===== src/rtl/pipe_stage_skid.sv =====
// -----------------------------------------------------------------------------
// pipe_stage_skid
// Elastic pipeline-stage register carrying a control bundle and a data bundle
// under a valid/ready handshake. It replaces the fixed IF/ID/EX/MEM latches.
//
// With SKID=1 the stage holds up to two entries (main + skid), and in_ready
// comes straight from a flop, so upstream ready timing is cut. With SKID=0 it
// holds a single entry, and in_ready is combinational from out_ready.
//
// Ports
//   clk        in   1       clock, rising edge
//   rst        in   1       synchronous active-high reset, overrides everything
//   flush      in   1       drop every held entry and any entry arriving this edge
//   in_valid   in   1       upstream presents an entry
//   in_ready   out  1       stage accepts an entry this cycle
//   in_ctrl    in   CTRL_W  upstream control bundle
//   in_data    in   DATA_W  upstream data bundle
//   out_valid  out  1       out_ctrl/out_data hold a valid entry
//   out_ready  in   1       downstream consumes the entry this cycle
//   out_ctrl   out  CTRL_W  head control, CTRL_NOP while out_valid=0 (bubble)
//   out_data   out  DATA_W  head data; 0 after reset/flush, else last held value
//   occupancy  out  2       number of entries held (0..2)
// -----------------------------------------------------------------------------
module pipe_stage_skid #(
    parameter int unsigned        CTRL_W   = 32'd8,
    parameter int unsigned        DATA_W   = 32'd128,
    parameter logic [CTRL_W-1:0]  CTRL_NOP = {CTRL_W{1'b0}},
    parameter bit                 SKID     = 1'b1
) (
    input  logic              clk,
    input  logic              rst,
    input  logic              flush,
    input  logic              in_valid,
    output logic              in_ready,
    input  logic [CTRL_W-1:0] in_ctrl,
    input  logic [DATA_W-1:0] in_data,
    output logic              out_valid,
    input  logic              out_ready,
    output logic [CTRL_W-1:0] out_ctrl,
    output logic [DATA_W-1:0] out_data,
    output logic [1:0]        occupancy
);

    typedef enum logic [1:0] {
        ST_EMPTY = 2'd0,
        ST_ONE   = 2'd1,
        ST_TWO   = 2'd2
    } state_t;

    state_t            state_r;
    state_t            state_s;

    logic              out_valid_r;
    logic              in_ready_r;
    logic [1:0]        occ_r;

    logic [CTRL_W-1:0] main_ctrl_r;
    logic [DATA_W-1:0] main_data_r;
    logic [CTRL_W-1:0] skid_ctrl_r;
    logic [DATA_W-1:0] skid_data_r;

    logic              in_ready_s;
    logic              push_s;
    logic              pop_s;
    logic              load_in_s;     // main <= incoming entry
    logic              promote_s;     // main <= skid entry
    logic              load_skid_s;   // skid <= incoming entry
    logic              clear_s;       // flush: return datapath to bubble values

    // Entry count encoded by each state.
    function automatic logic [1:0] occ_of(input state_t st);
        logic [1:0] occ;
        case (st)
            ST_EMPTY: occ = 2'd0;
            ST_ONE:   occ = 2'd1;
            ST_TWO:   occ = 2'd2;
            default:  occ = 2'd0;
        endcase
        return occ;
    endfunction

    // SKID=1 keeps ready registered; SKID=0 lets a consuming downstream
    // free the single slot in the same cycle.
    assign in_ready_s = SKID ? in_ready_r : (!out_valid_r || out_ready);

    assign push_s = in_valid && in_ready_s;
    assign pop_s  = out_valid_r && out_ready;

    // Next-state and datapath load selection.
    always_comb begin
        state_s     = state_r;
        load_in_s   = 1'b0;
        promote_s   = 1'b0;
        load_skid_s = 1'b0;
        clear_s     = 1'b0;
        if (flush) begin
            // A transfer-out on this edge was still consumed downstream;
            // an entry accepted on this edge is simply never stored.
            state_s = ST_EMPTY;
            clear_s = 1'b1;
        end else begin
            case (state_r)
                ST_EMPTY: begin
                    if (push_s) begin
                        state_s   = ST_ONE;
                        load_in_s = 1'b1;
                    end else begin
                        state_s = ST_EMPTY;
                    end
                end
                ST_ONE: begin
                    if (push_s && pop_s) begin
                        state_s   = ST_ONE;
                        load_in_s = 1'b1;
                    end else if (push_s && SKID) begin
                        state_s     = ST_TWO;
                        load_skid_s = 1'b1;
                    end else if (pop_s) begin
                        state_s = ST_EMPTY;
                    end else begin
                        // Without a skid slot, push implies pop in this state.
                        state_s = ST_ONE;
                    end
                end
                ST_TWO: begin
                    if (pop_s) begin
                        state_s   = ST_ONE;
                        promote_s = 1'b1;
                    end else begin
                        state_s = ST_TWO;
                    end
                end
                default: begin
                    state_s = ST_EMPTY;
                    clear_s = 1'b1;
                end
            endcase
        end
    end

    // State register plus flags registered from the next state.
    always_ff @(posedge clk) begin
        if (rst) begin
            state_r     <= ST_EMPTY;
            out_valid_r <= 1'b0;
            in_ready_r  <= 1'b1;
            occ_r       <= 2'd0;
        end else begin
            state_r     <= state_s;
            out_valid_r <= (state_s != ST_EMPTY);
            in_ready_r  <= (state_s != ST_TWO);
            occ_r       <= occ_of(state_s);
        end
    end

    // Main and skid entry registers.
    always_ff @(posedge clk) begin
        if (rst || clear_s) begin
            main_ctrl_r <= CTRL_NOP;
            main_data_r <= {DATA_W{1'b0}};
            skid_ctrl_r <= CTRL_NOP;
            skid_data_r <= {DATA_W{1'b0}};
        end else begin
            if (load_in_s) begin
                main_ctrl_r <= in_ctrl;
                main_data_r <= in_data;
            end else if (promote_s) begin
                main_ctrl_r <= skid_ctrl_r;
                main_data_r <= skid_data_r;
            end else begin
                main_ctrl_r <= main_ctrl_r;
                main_data_r <= main_data_r;
            end
            if (load_skid_s) begin
                skid_ctrl_r <= in_ctrl;
                skid_data_r <= in_data;
            end else begin
                skid_ctrl_r <= skid_ctrl_r;
                skid_data_r <= skid_data_r;
            end
        end
    end

    assign in_ready  = in_ready_s;
    assign out_valid = out_valid_r;
    // A stale main register must never leak control onto an empty stage.
    assign out_ctrl  = out_valid_r ? main_ctrl_r : CTRL_NOP;
    assign out_data  = main_data_r;
    assign occupancy = occ_r;

endmodule


===== config.mk =====
export PLATFORM = sky130hd
export DESIGN_NAME = pipe_stage_skid
export DESIGN_NICKNAME = d
export VERILOG_FILES = /design/src/rtl/pipe_stage_skid.sv
export SDC_FILE = /design/constraint.sdc
export NUM_CORES = 1
export LEC_CHECK = 0
export ABC_AREA = 1
export BUFFER_PORTS_ARGS = -buffer_cell sky130_fd_sc_hd__buf_2
export CAP_MARGIN = 20
export CELL_PAD_IN_SITES_DETAIL_PLACEMENT = 1
export CELL_PAD_IN_SITES_GLOBAL_PLACEMENT = 2
export CORE_ASPECT_RATIO = 2
export CORE_MARGIN = 4
export CORE_UTILIZATION = 29
export CTS_BUF_LIST = sky130_fd_sc_hd__clkbuf_16
export CTS_CLUSTER_DIAMETER = 200
export DETAILED_ROUTE_END_ITERATION = 16
export GPL_ROUTABILITY_DRIVEN = 1
export PLACE_DENSITY = 0.87
export SLEW_MARGIN = 0
export SYNTH_ARGS = -nofsm -noshare
export SYNTH_HDL_FRONTEND = slang
export SYNTH_SLANG_ARGS = --single-unit

===== constraint.sdc =====
create_clock -name clk -period 1.9 [get_ports clk]
set_clock_uncertainty 0.15 [all_clocks]
set_input_delay 0.19 -clock clk [delete_from_list [all_inputs] [get_ports clk]]
set_output_delay 0.19 -clock clk [all_outputs]
set_load 0.03 [all_outputs]

==> results.toml, run 1 <==
[clocking]
clock_sink_count = 278
clk_root_buffer_cell = "sky130_fd_sc_hd__clkbuf_16"
h-tree-depth = 1
tritoncts = "yes"
number_of_buffers_inserted_during_clock_tree_synthesis = 28
clock_latency_ns = 0.57
clock_tree.buffer_depth = 3
path_clk_slew_ns = 0.07

[critical_path]
ff2ff_setup_slack_ns = 0.05
crit_arrival_ns = 2.20
crit_fanout = 12
crit_path_end_kind = "register"
cpMaxStageDelayCell = "sky130_fd_sc_hd__dfxtp_4"
timing.rr.end = "out_data[88]"
path_delay_family = "simple AND/OR/NAND/NOR gates"
worstSetupPathDepth = 10
start_kind = "register"
critical-path-max-stage-delay_ns = 0.37
crit_start = "out_valid"
timing.critical_path.cells = "buf_8 > nand4_1 > nand3_4 > nand2_4 > buf_12 > buf_12 > buf_16 > nand2_1 > nand2_1 > nor2_1"
r2r_start = "out_valid"
timing.critical_path.to = "out_data[88]"
worst-path-buf-inv = 4
timing.critical_path.required_ns = 2.25
crit_type = "register to register"
reg2reg_depth = 10

[placed_design]
hpwl_detailed_mm = 29.3
buffers_added_on_ports = 280
gpl_congestion = 0.763

[cells_and_area]
count_of_nets_after_finishing = 2479
layout.cells.most_common_list = "557 x sky130_fd_sc_hd__nand2_1, 430 x sky130_fd_sc_hd__inv_1, 280 x sky130_fd_sc_hd__buf_2, 275 x sky130_fd_sc_hd__dfxtp_1, 203 x sky130_fd_sc_hd__a21oi_1"
drive_gt1_share_pct = 19.9
final_core_util_pct = 41.0
most_frequent_standard_cell_in_the_layout_excluding_fill_and_tap_cells = "sky130_fd_sc_hd__nand2_1"
fill_count = 5556
area_growth_syn_to_layout_pct = 39.7

[sta]
finalWorstPathRequiredPeriod_ns = 1.85
totalNegativeSetupSlack_ns = 0
timing.fmax_ghz = 0.541
finalSetupViolations = 0
timing.final.crit_share_pct = 97.2
rsz0062_at_grt = "yes"
finalMaxSlewViolations = 0
worst-slew-pin-transition_ns = 0.351
timing.final.hold_violations = 0
worst_slew_margin_rel_pct = 76.5

[global_route]
grt_use_total_pct = 18.1
antenna_found_initial = 3
gr-total-overflow = 0
first_global_vias = 13663
grt_first_pass_wirelength_mm = 70.5
pin_count_of_the_biggest_net_entering_global_routing = 120

[logic_synthesis]
synth.yosys.seq_area_share_pct = 43.6
synth_seq_cells = 278
synthDistinctLibCells = 20
synth-warning-count = 0
syn_avg_cell_area_um2 = 6.56
mappedNetlistArea_um2 = 12800
synth_fp_nets = 2089
netlist_instances = 1946

[min_path]
min-delay-path-class = "primary input to register"

[power_and_ir_drop]
worst_ir_drop_vdd_uv = 656
power.leakage_nw = 9.10
power_per_cell_area_nw_per_um2 = 779

[die]
floorplan.die_area_um2 = 47600
x_dimension_of_the_die_um = 156
die_height_um = 305
starting_density_pct = 29.3
rows = 108
core_area_um2 = 43500
floorplan.io_pins = 281

[routing]
drtPass1Iterations = 4
detail_route.wl_per_cell_um = 15.9
ant_nets = 0
drc = 0
vias_per_cell = 4.49
detailroute.via_count = 13064
drt-initial-drc-count = 315
detail_route.wirelength_mm = 46.1

[job]
cap_violations = 0

[outcome]
run_status = "finished clean"
## synthesized netlist by cell type
| master | number | share of area (%) |
|---|---|---|
| sky130_fd_sc_hd__a21oi_1 | 219 | 8.6 |
| sky130_fd_sc_hd__a21oi_2 | 53 | 3.6 |
| sky130_fd_sc_hd__buf_2 | 44 | 1.7 |
| sky130_fd_sc_hd__buf_4 | 3 | 0.18 |
| sky130_fd_sc_hd__buf_6 | 14 | 1.2 |
| sky130_fd_sc_hd__buf_8 | 1 | 0.12 |
| sky130_fd_sc_hd__clkbuf_1 | 58 | 1.7 |
| sky130_fd_sc_hd__dfxtp_1 | 278 | 44 |
| sky130_fd_sc_hd__ha_1 | 2 | 0.20 |
| sky130_fd_sc_hd__inv_1 | 424 | 12 |
| sky130_fd_sc_hd__inv_2 | 2 | 0.059 |
| sky130_fd_sc_hd__nand2_1 | 564 | 17 |
| sky130_fd_sc_hd__nand2_2 | 1 | 0.049 |
| sky130_fd_sc_hd__nand2_4 | 1 | 0.088 |
| sky130_fd_sc_hd__nand3_1 | 3 | 0.12 |
| sky130_fd_sc_hd__nand4_1 | 1 | 0.049 |
| sky130_fd_sc_hd__nor2_1 | 139 | 4.1 |
| sky130_fd_sc_hd__nor3_1 | 1 | 0.039 |
| sky130_fd_sc_hd__o211ai_1 | 2 | 0.12 |
| sky130_fd_sc_hd__o21ai_0 | 136 | 5.3 |
## layout make-up
cell class                 count  area (um2)  area share (%)
sequential                   278        5570            31.3
multi-input combinational   1122        5120            28.7
tap                          550         688            3.86
inverter                     426        1610            9.03
antenna                        3        7.51          0.0421
clock buffer                  29         726            4.07
timing repair buffer         480        3940            22.1
clock inverter                20         164           0.919
## logic make-up after synthesis
logic type / after synthesis / share of synthesized area (%)
AO/OA/AOI/OAI: 410 / 17.7
AND/OR/NAND/NOR: 710 / 21.0
adder cells (fa/ha/maj): 2 / 0.196
flip-flops: 278 / 43.6
buffers and inverters: 546 / 17.5
## what timing repair did
item	in CTS	in global routing
hold endpoints to repair	276	0
endpoints found under the setup margin	136	208
pin swaps	5	10
hold buffers	138	0
gates resized for setup	18	37
setup buffers	10	3
cloned	6	5
## metal layers
layer,track usage [%],share of wire [%],vias to the layer above
met5,0,0,-
li1,-,-,6536
met4,7.64,4.3,0
met3,2.73,4.2,79
met1,19.1,37,6165
met2,34.8,54,284
## power by group
group	leakage (nW)	internal [mW]	switching [mW]
clock	0.469	3.14	2.45
sequential	2.25	5.95	0.0695
combinational	6.38	0.921	1.35
total	9.10	10.0	3.87
## worst reg2reg max path: stages, from the launching register on
cell,delay [ns]
sky130_fd_sc_hd__dfxtp_4,0.37
sky130_fd_sc_hd__buf_8,0.16
sky130_fd_sc_hd__nand4_1,0.18
sky130_fd_sc_hd__nand3_4,0.15
sky130_fd_sc_hd__nand2_4,0.09
sky130_fd_sc_hd__buf_12,0.17
sky130_fd_sc_hd__buf_12,0.13
sky130_fd_sc_hd__buf_16,0.13
sky130_fd_sc_hd__nand2_1,0.07
sky130_fd_sc_hd__nand2_1,0.06
sky130_fd_sc_hd__nor2_1,0.12
## registers in the layout (all words and copies together), names as in the netlist
register / cells
in_ready: 1
skid_data_r: 128
main_ctrl_r: 8
skid_ctrl_r: 8
occupancy: 2
out_data: 128
state_r: 2
out_valid: 1
## per-stage QoR
step,std cells,power (mW),worst slack (ns),area (um2),hold WS (ns)
floorplan,1946,7.31,0.0229,12800,0.216
global placement,2697,7.93,-0.0330,14900,0.287
detailed placement,2697,7.98,-0.119,14900,0.296
finish,2908,13.9,0.0529,17800,0.0432
CTS,2900,14.0,0.0104,17600,0.00103
global route,2907,14.6,-0.0319,17800,0.0962
## worst min-delay path by stage
stage,to,cells after the start,slack [ns],start
2_1_floorplan,out_valid,3,0.22,rst
3_3_place_gp,skid_data_r[109],2,0.29,skid_data_r[109]
3_5_place_dp,skid_ctrl_r[6],2,0.30,skid_ctrl_r[6]
4_1_cts,in_ready,5,0.001,out_ready
5_1_grt,out_valid,8,0.1,out_ready
6_report,out_valid,8,0.04,out_ready
(Power assumes the default switching activity.)
==> run 2, diff against run 1 <==
CORE_MARGIN = 10   (was 4)
SETUP_SLACK_MARGIN = 0.2   (was not set)
==> run 2 against run 1 <==
The flow now finishes with violations (negative setup slack). Count of clock-buffer cells in the layout unchanged. Critical path type unchanged. First-iteration DRC count up 90%. Total power rose by 9.5%. Global-route usage down 0.056 points. Non-clock buffer count is 138 higher. Core utilization up 10 points. Sequential power hardly changed. Largest cell class is now non-clock buffers. Die area grew 12%. Highest routed layer is now met5. Combinational power rose by 52%.
==> results.toml, run 2 (synthesized netlist as in run 1, its figures left out) <==
[outcome]
run_status = "complete, but fails checks"
failed_checks = "negative setup slack"

[clocking]
path_clk_slew_ns = 0.08
clock_latency_ns = 0.58
clk_root_buffer_cell = "sky130_fd_sc_hd__clkbuf_16"
h-tree-depth = 1
clock_tree.buffer_depth = 3
number_of_buffers_inserted_during_clock_tree_synthesis = 29
tritoncts = "yes"
clock_sink_count = 278

[power_and_ir_drop]
power_per_cell_area_nw_per_um2 = 685
worst_ir_drop_vdd_uv = 785
power.leakage_nw = 10.7

[die]
floorplan.die_area_um2 = 53300
floorplan.io_pins = 281
core_area_um2 = 43500
rows = 108
starting_density_pct = 29.3
die_height_um = 317
x_dimension_of_the_die_um = 168

[global_route]
antenna_found_initial = 3
pin_count_of_the_biggest_net_entering_global_routing = 76
grt_use_total_pct = 18.1
grt_first_pass_wirelength_mm = 78.1
first_global_vias = 14415
gr-total-overflow = 0

[critical_path]
start_kind = "register"
crit_type = "register to register"
timing.rr.end = "out_data[24]"
crit_start = "state_r[0]"
timing.critical_path.to = "out_data[24]"
crit_arrival_ns = 2.34
ff2ff_setup_slack_ns = -0.09
timing.critical_path.required_ns = 2.25
crit_fanout = 8
crit_path_end_kind = "register"
r2r_start = "state_r[0]"
reg2reg_depth = 10

[routing]
drt-initial-drc-count = 597
drtPass1Iterations = 4
drc = 0
detailroute.via_count = 14376
vias_per_cell = 4.71
detail_route.wl_per_cell_um = 20.7
detail_route.wirelength_mm = 63.2
ant_nets = 0

[sta]
finalSetupViolations = 59
timing.final.crit_share_pct = 105
timing.fmax_ghz = 0.503
finalHoldWorstSlack_ns = 0.102
worst_slew_margin_rel_pct = 76.3
rsz0062_at_grt = "yes"
finalWorstPathRequiredPeriod_ns = 1.99
worst-slew-pin-transition_ns = 0.355
finalMaxSlewViolations = 0
final.setup.worst_slack_ns = -0.0892
timing.final.hold_violations = 0

[min_path]
min-delay-path-class = "primary input to register"

[cells_and_area]
most_frequent_standard_cell_in_the_layout_excluding_fill_and_tap_cells = "sky130_fd_sc_hd__nand2_1"
layout.cells.most_common_list = "432 x sky130_fd_sc_hd__nand2_1, 419 x sky130_fd_sc_hd__inv_1, 274 x sky130_fd_sc_hd__dfxtp_1, 271 x sky130_fd_sc_hd__buf_2, 171 x sky130_fd_sc_hd__a21oi_2"
count_of_nets_after_finishing = 2619
finish.instance_area_um2 = 22200
layoutNonFillerInstCount = 3051
drive_gt1_share_pct = 39.0
area_growth_syn_to_layout_pct = 73.9
fill_count = 5206

[job]
cap_violations = 0

[placed_design]
dp.cells = 2708
detailedPlace.worstSlack_ns = -0.00500
gpl_congestion = 0.775
buffers_added_on_ports = 280
dp_area_um2 = 15200
hpwl_detailed_mm = 31.4
## run 2: worst min path at each step
| stage | start | endpoint | slack (ns) | cells past startpoint |
|---|---|---|---|---|
| CTS | out_ready | occupancy[0] | 0.03 | 8 |
| floorplan | rst | out_valid | 0.22 | 3 |
| finish | out_ready | occupancy[0] | 0.10 | 8 |
| global route | out_ready | occupancy[0] | 0.14 | 8 |
| global placement | skid_data_r[36] | skid_data_r[36] | 0.29 | 2 |
| detailed placement | skid_data_r[63] | skid_data_r[63] | 0.29 | 2 |
## run 2: power by group
group          internal [mW]  switching [mW]
logic                   1.54            1.89
clock network           3.07            2.67
registers               5.95          0.0761
## run 2: per-stage QoR
stage,TNS [ns],total power [mW],util [%]
6_report,-1.20,15.2,51.0
4_1_cts,0,14.5,43.1
5_1_grt,-10.82,15.8,51.0
2_1_floorplan,0,7.38,-
3_5_place_dp,-0.00500,8.08,35.0
3_3_place_gp,0,8.02,35.0
## run 2: timing repair
| action | in CTS | in global routing |
|---|---|---|
| pin swaps | 18 | 105 |
| endpoints found under the setup margin | 274 | 287 |
| gates cloned | 27 | 54 |
| buffers inserted | 17 | 51 |
| hold endpoints to repair | 277 | 0 |
| resized for setup | 81 | 587 |
| hold buffers | 138 | 0 |
## run 2: area by class of cell
type	count	area [um2]	share of cell area (%)
sequential	278	5580	25.1
clock inverter	24	184	0.829
clock buffer	29	726	3.27
tap	550	688	3.10
antenna	3	7.51	0.0338
multi-input combinational	1123	6680	30.1
inverter	426	1620	7.29
timing repair buffer	618	6710	30.2
## run 2: critical path, stage by stage (launching register included)
cell and delay (ns):
sky130_fd_sc_hd__dfxtp_4 0.36, sky130_fd_sc_hd__inv_1 0.13, sky130_fd_sc_hd__nand4_1 0.22, sky130_fd_sc_hd__nand3_4 0.18, sky130_fd_sc_hd__nand2_8 0.12, sky130_fd_sc_hd__buf_12 0.20
sky130_fd_sc_hd__buf_6 0.14, sky130_fd_sc_hd__buf_16 0.14, sky130_fd_sc_hd__nand2_1 0.07, sky130_fd_sc_hd__nand2_1 0.06, sky130_fd_sc_hd__nor2_1 0.12
## run 2: metal layers
layer  global-route usage, %  up-vias  routed length, um
met5                       0        -                  8
met4                    7.45        2               2750
met3                    2.91      127               2450
met2                    34.4      356              34600
met1                    19.1     7005              23400
li1                        -     6886                  -
==> run 3, diff against run 2 <==
MAX_ROUTING_LAYER = met4   (was not set)
==> run 3 against run 2 <==
The flow still finishes with violations (negative setup slack). Global-route usage grew 0.51 points. Routed wire length shrank 3.9%. Hold slack gained 0.054 ns. Flip-flop and latch count is the same. Cell count shrank 0.62%. Total power shrank 1.1%. Via count shrank 2.1%. Highest routed layer is now met4.
==> results.toml, run 3 (synthesized netlist as in run 1, its figures left out) <==
[outcome]
run_status = "complete, but fails checks"
failed_checks = "negative setup slack"

[sta]
rsz0062_at_grt = "yes"
finalWorstPathRequiredPeriod_ns = 1.95
timing.final.hold_violations = 0
final.setup.worst_slack_ns = -0.0531
finalHoldWorstSlack_ns = 0.156
timing.fmax_ghz = 0.512
worst_slew_margin_rel_pct = 76.4
totalNegativeSetupSlack_ns = -0.289
finalSetupViolations = 19
worst-slew-pin-transition_ns = 0.353
timing.final.crit_share_pct = 103
finalMaxSlewViolations = 0

[clocking]
clock_sink_count = 278
clk_root_buffer_cell = "sky130_fd_sc_hd__clkbuf_16"
clock_latency_ns = 0.58
h-tree-depth = 1
number_of_buffers_inserted_during_clock_tree_synthesis = 29
tritoncts = "yes"
clock_tree.buffer_depth = 3
path_clk_slew_ns = 0.08

[routing]
detail_route.wl_per_cell_um = 20.0
detail_route.wirelength_mm = 60.7
ant_nets = 0
drtPass1Iterations = 4
detailroute.via_count = 14079
drc = 0
vias_per_cell = 4.64
drt-initial-drc-count = 484

[global_route]
antenna_found_initial = 5
grt.met1_usage_pct = 19.3
gr-usage-met2_pct = 34.5
pin_count_of_the_biggest_net_entering_global_routing = 76
gr-total-overflow = 0
grt_first_pass_wirelength_mm = 78.1
grtUsageMet3_pct = 2.50
grt_use_total_pct = 18.6
first_global_vias = 14429
grt_busiest_layer = "met2"

[job]
cap_violations = 0

[critical_path]
crit_path_end_kind = "register"
timing.critical_path.required_ns = 2.22
start_kind = "register"
crit_arrival_ns = 2.27
crit_type = "register to register"
crit_fanout = 7
ff2ff_setup_slack_ns = -0.05

[cells_and_area]
drive_gt1_share_pct = 34.1
most_frequent_standard_cell_in_the_layout_excluding_fill_and_tap_cells = "sky130_fd_sc_hd__nand2_1"
layout.cells.most_common_list = "435 x sky130_fd_sc_hd__nand2_1, 421 x sky130_fd_sc_hd__inv_1, 274 x sky130_fd_sc_hd__dfxtp_1, 273 x sky130_fd_sc_hd__buf_2, 142 x sky130_fd_sc_hd__a21oi_1"
count_of_nets_after_finishing = 2597
final_core_util_pct = 49.4
area_growth_syn_to_layout_pct = 68.4

[min_path]
min-delay-path-class = "primary input to register"

[die]
die_height_um = 317
starting_density_pct = 29.3
floorplan.io_pins = 281
core_area_um2 = 43500
rows = 108
x_dimension_of_the_die_um = 168
floorplan.die_area_um2 = 53300

[power_and_ir_drop]
power.leakage_nw = 10.5
report.power.total_mw = 15.0
worst_ir_drop_vdd_uv = 762
power_per_cell_area_nw_per_um2 = 700

[placed_design]
buffers_added_on_ports = 280
hpwl_detailed_mm = 31.4
detailedPlace.worstSlack_ns = -0.00500
gpl_congestion = 0.786
run 3: cell types whose count changed in the layout (fill, tap and decap cells not counted), moves of 6 or more:
| cell | before | now |
|---|---|---|
| sky130_fd_sc_hd__buf_6 | 34 | 19 |
| sky130_fd_sc_hd__buf_4 | 35 | 28 |
| sky130_fd_sc_hd__o21ai_2 | 95 | 48 |
| sky130_fd_sc_hd__buf_12 | 43 | 36 |
| sky130_fd_sc_hd__o21ai_1 | 25 | 11 |
| sky130_fd_sc_hd__o21ai_0 | 7 | 70 |
| sky130_fd_sc_hd__nand2_2 | 93 | 87 |
| sky130_fd_sc_hd__a21oi_2 | 171 | 115 |
| sky130_fd_sc_hd__a21oi_1 | 87 | 142 |
run 3: final timing paths:
check / start / endpoint / depth (start not counted)
hold / removal: out_ready / occupancy[0] / 8
hold reg to reg: skid_data_r[38] / skid_data_r[38] / 2
setup / recovery: out_valid / out_data[14] / 11
setup reg to reg: out_valid / out_data[14] / 11
run 3: cell type report:
type                       count  area (um2)
antenna                        6        15.0
inverter                     426        1620
timing repair buffer         596        6390
tap                          550         688
clock inverter                24         184
fill                        5217       22000
multi-input combinational   1123        6290
clock buffer                  29         726
sequential                   278        5580
run 3: metal layers:
metal / routed length, um / vias to the layer above
met1: 22300 / 6779
met3: 2340 / 116
met2: 33700 / 348
li1: - / 6836
met5: 0 / -
met4: 2390 / 0
run 3: repair_timing:
action,4_1_cts,5_1_grt
endpoints found under the hold margin,277,0
hold buffers,138,0
cloned,27,49
pin swaps,18,81
setup endpoints to repair,274,287
setup buffers,17,34
resized for setup,81,387
run 3: worst max-delay path: stages (launching register included):
cell and delay, ns:
sky130_fd_sc_hd__dfxtp_4 0.37, sky130_fd_sc_hd__nand2_4 0.08, sky130_fd_sc_hd__inv_4 0.04, sky130_fd_sc_hd__ha_4 0.16, sky130_fd_sc_hd__nand3_4 0.12, sky130_fd_sc_hd__nand2_8 0.12
sky130_fd_sc_hd__nand2_8 0.18, sky130_fd_sc_hd__buf_6 0.16, sky130_fd_sc_hd__clkbuf_16 0.16, sky130_fd_sc_hd__nand2_1 0.09, sky130_fd_sc_hd__a21oi_2 0.15, sky130_fd_sc_hd__nor2_1 0.06
run 3: power breakdown:
group          internal (mW)  total (mW)  leakage (nW)  switching, mW
logic                   1.48        3.28          7.78           1.80
clock network           3.07        5.73         0.458           2.66
registers               5.95        6.03          2.25         0.0739
run 3: stage by stage:
stage / cell area [um2] / instances
floorplan: 13000 / 1946
global placement: 15200 / 2708
detailed placement: 15200 / 2708
CTS: 18800 / 2943
global route: 21500 / 3031
finish: 21500 / 3032
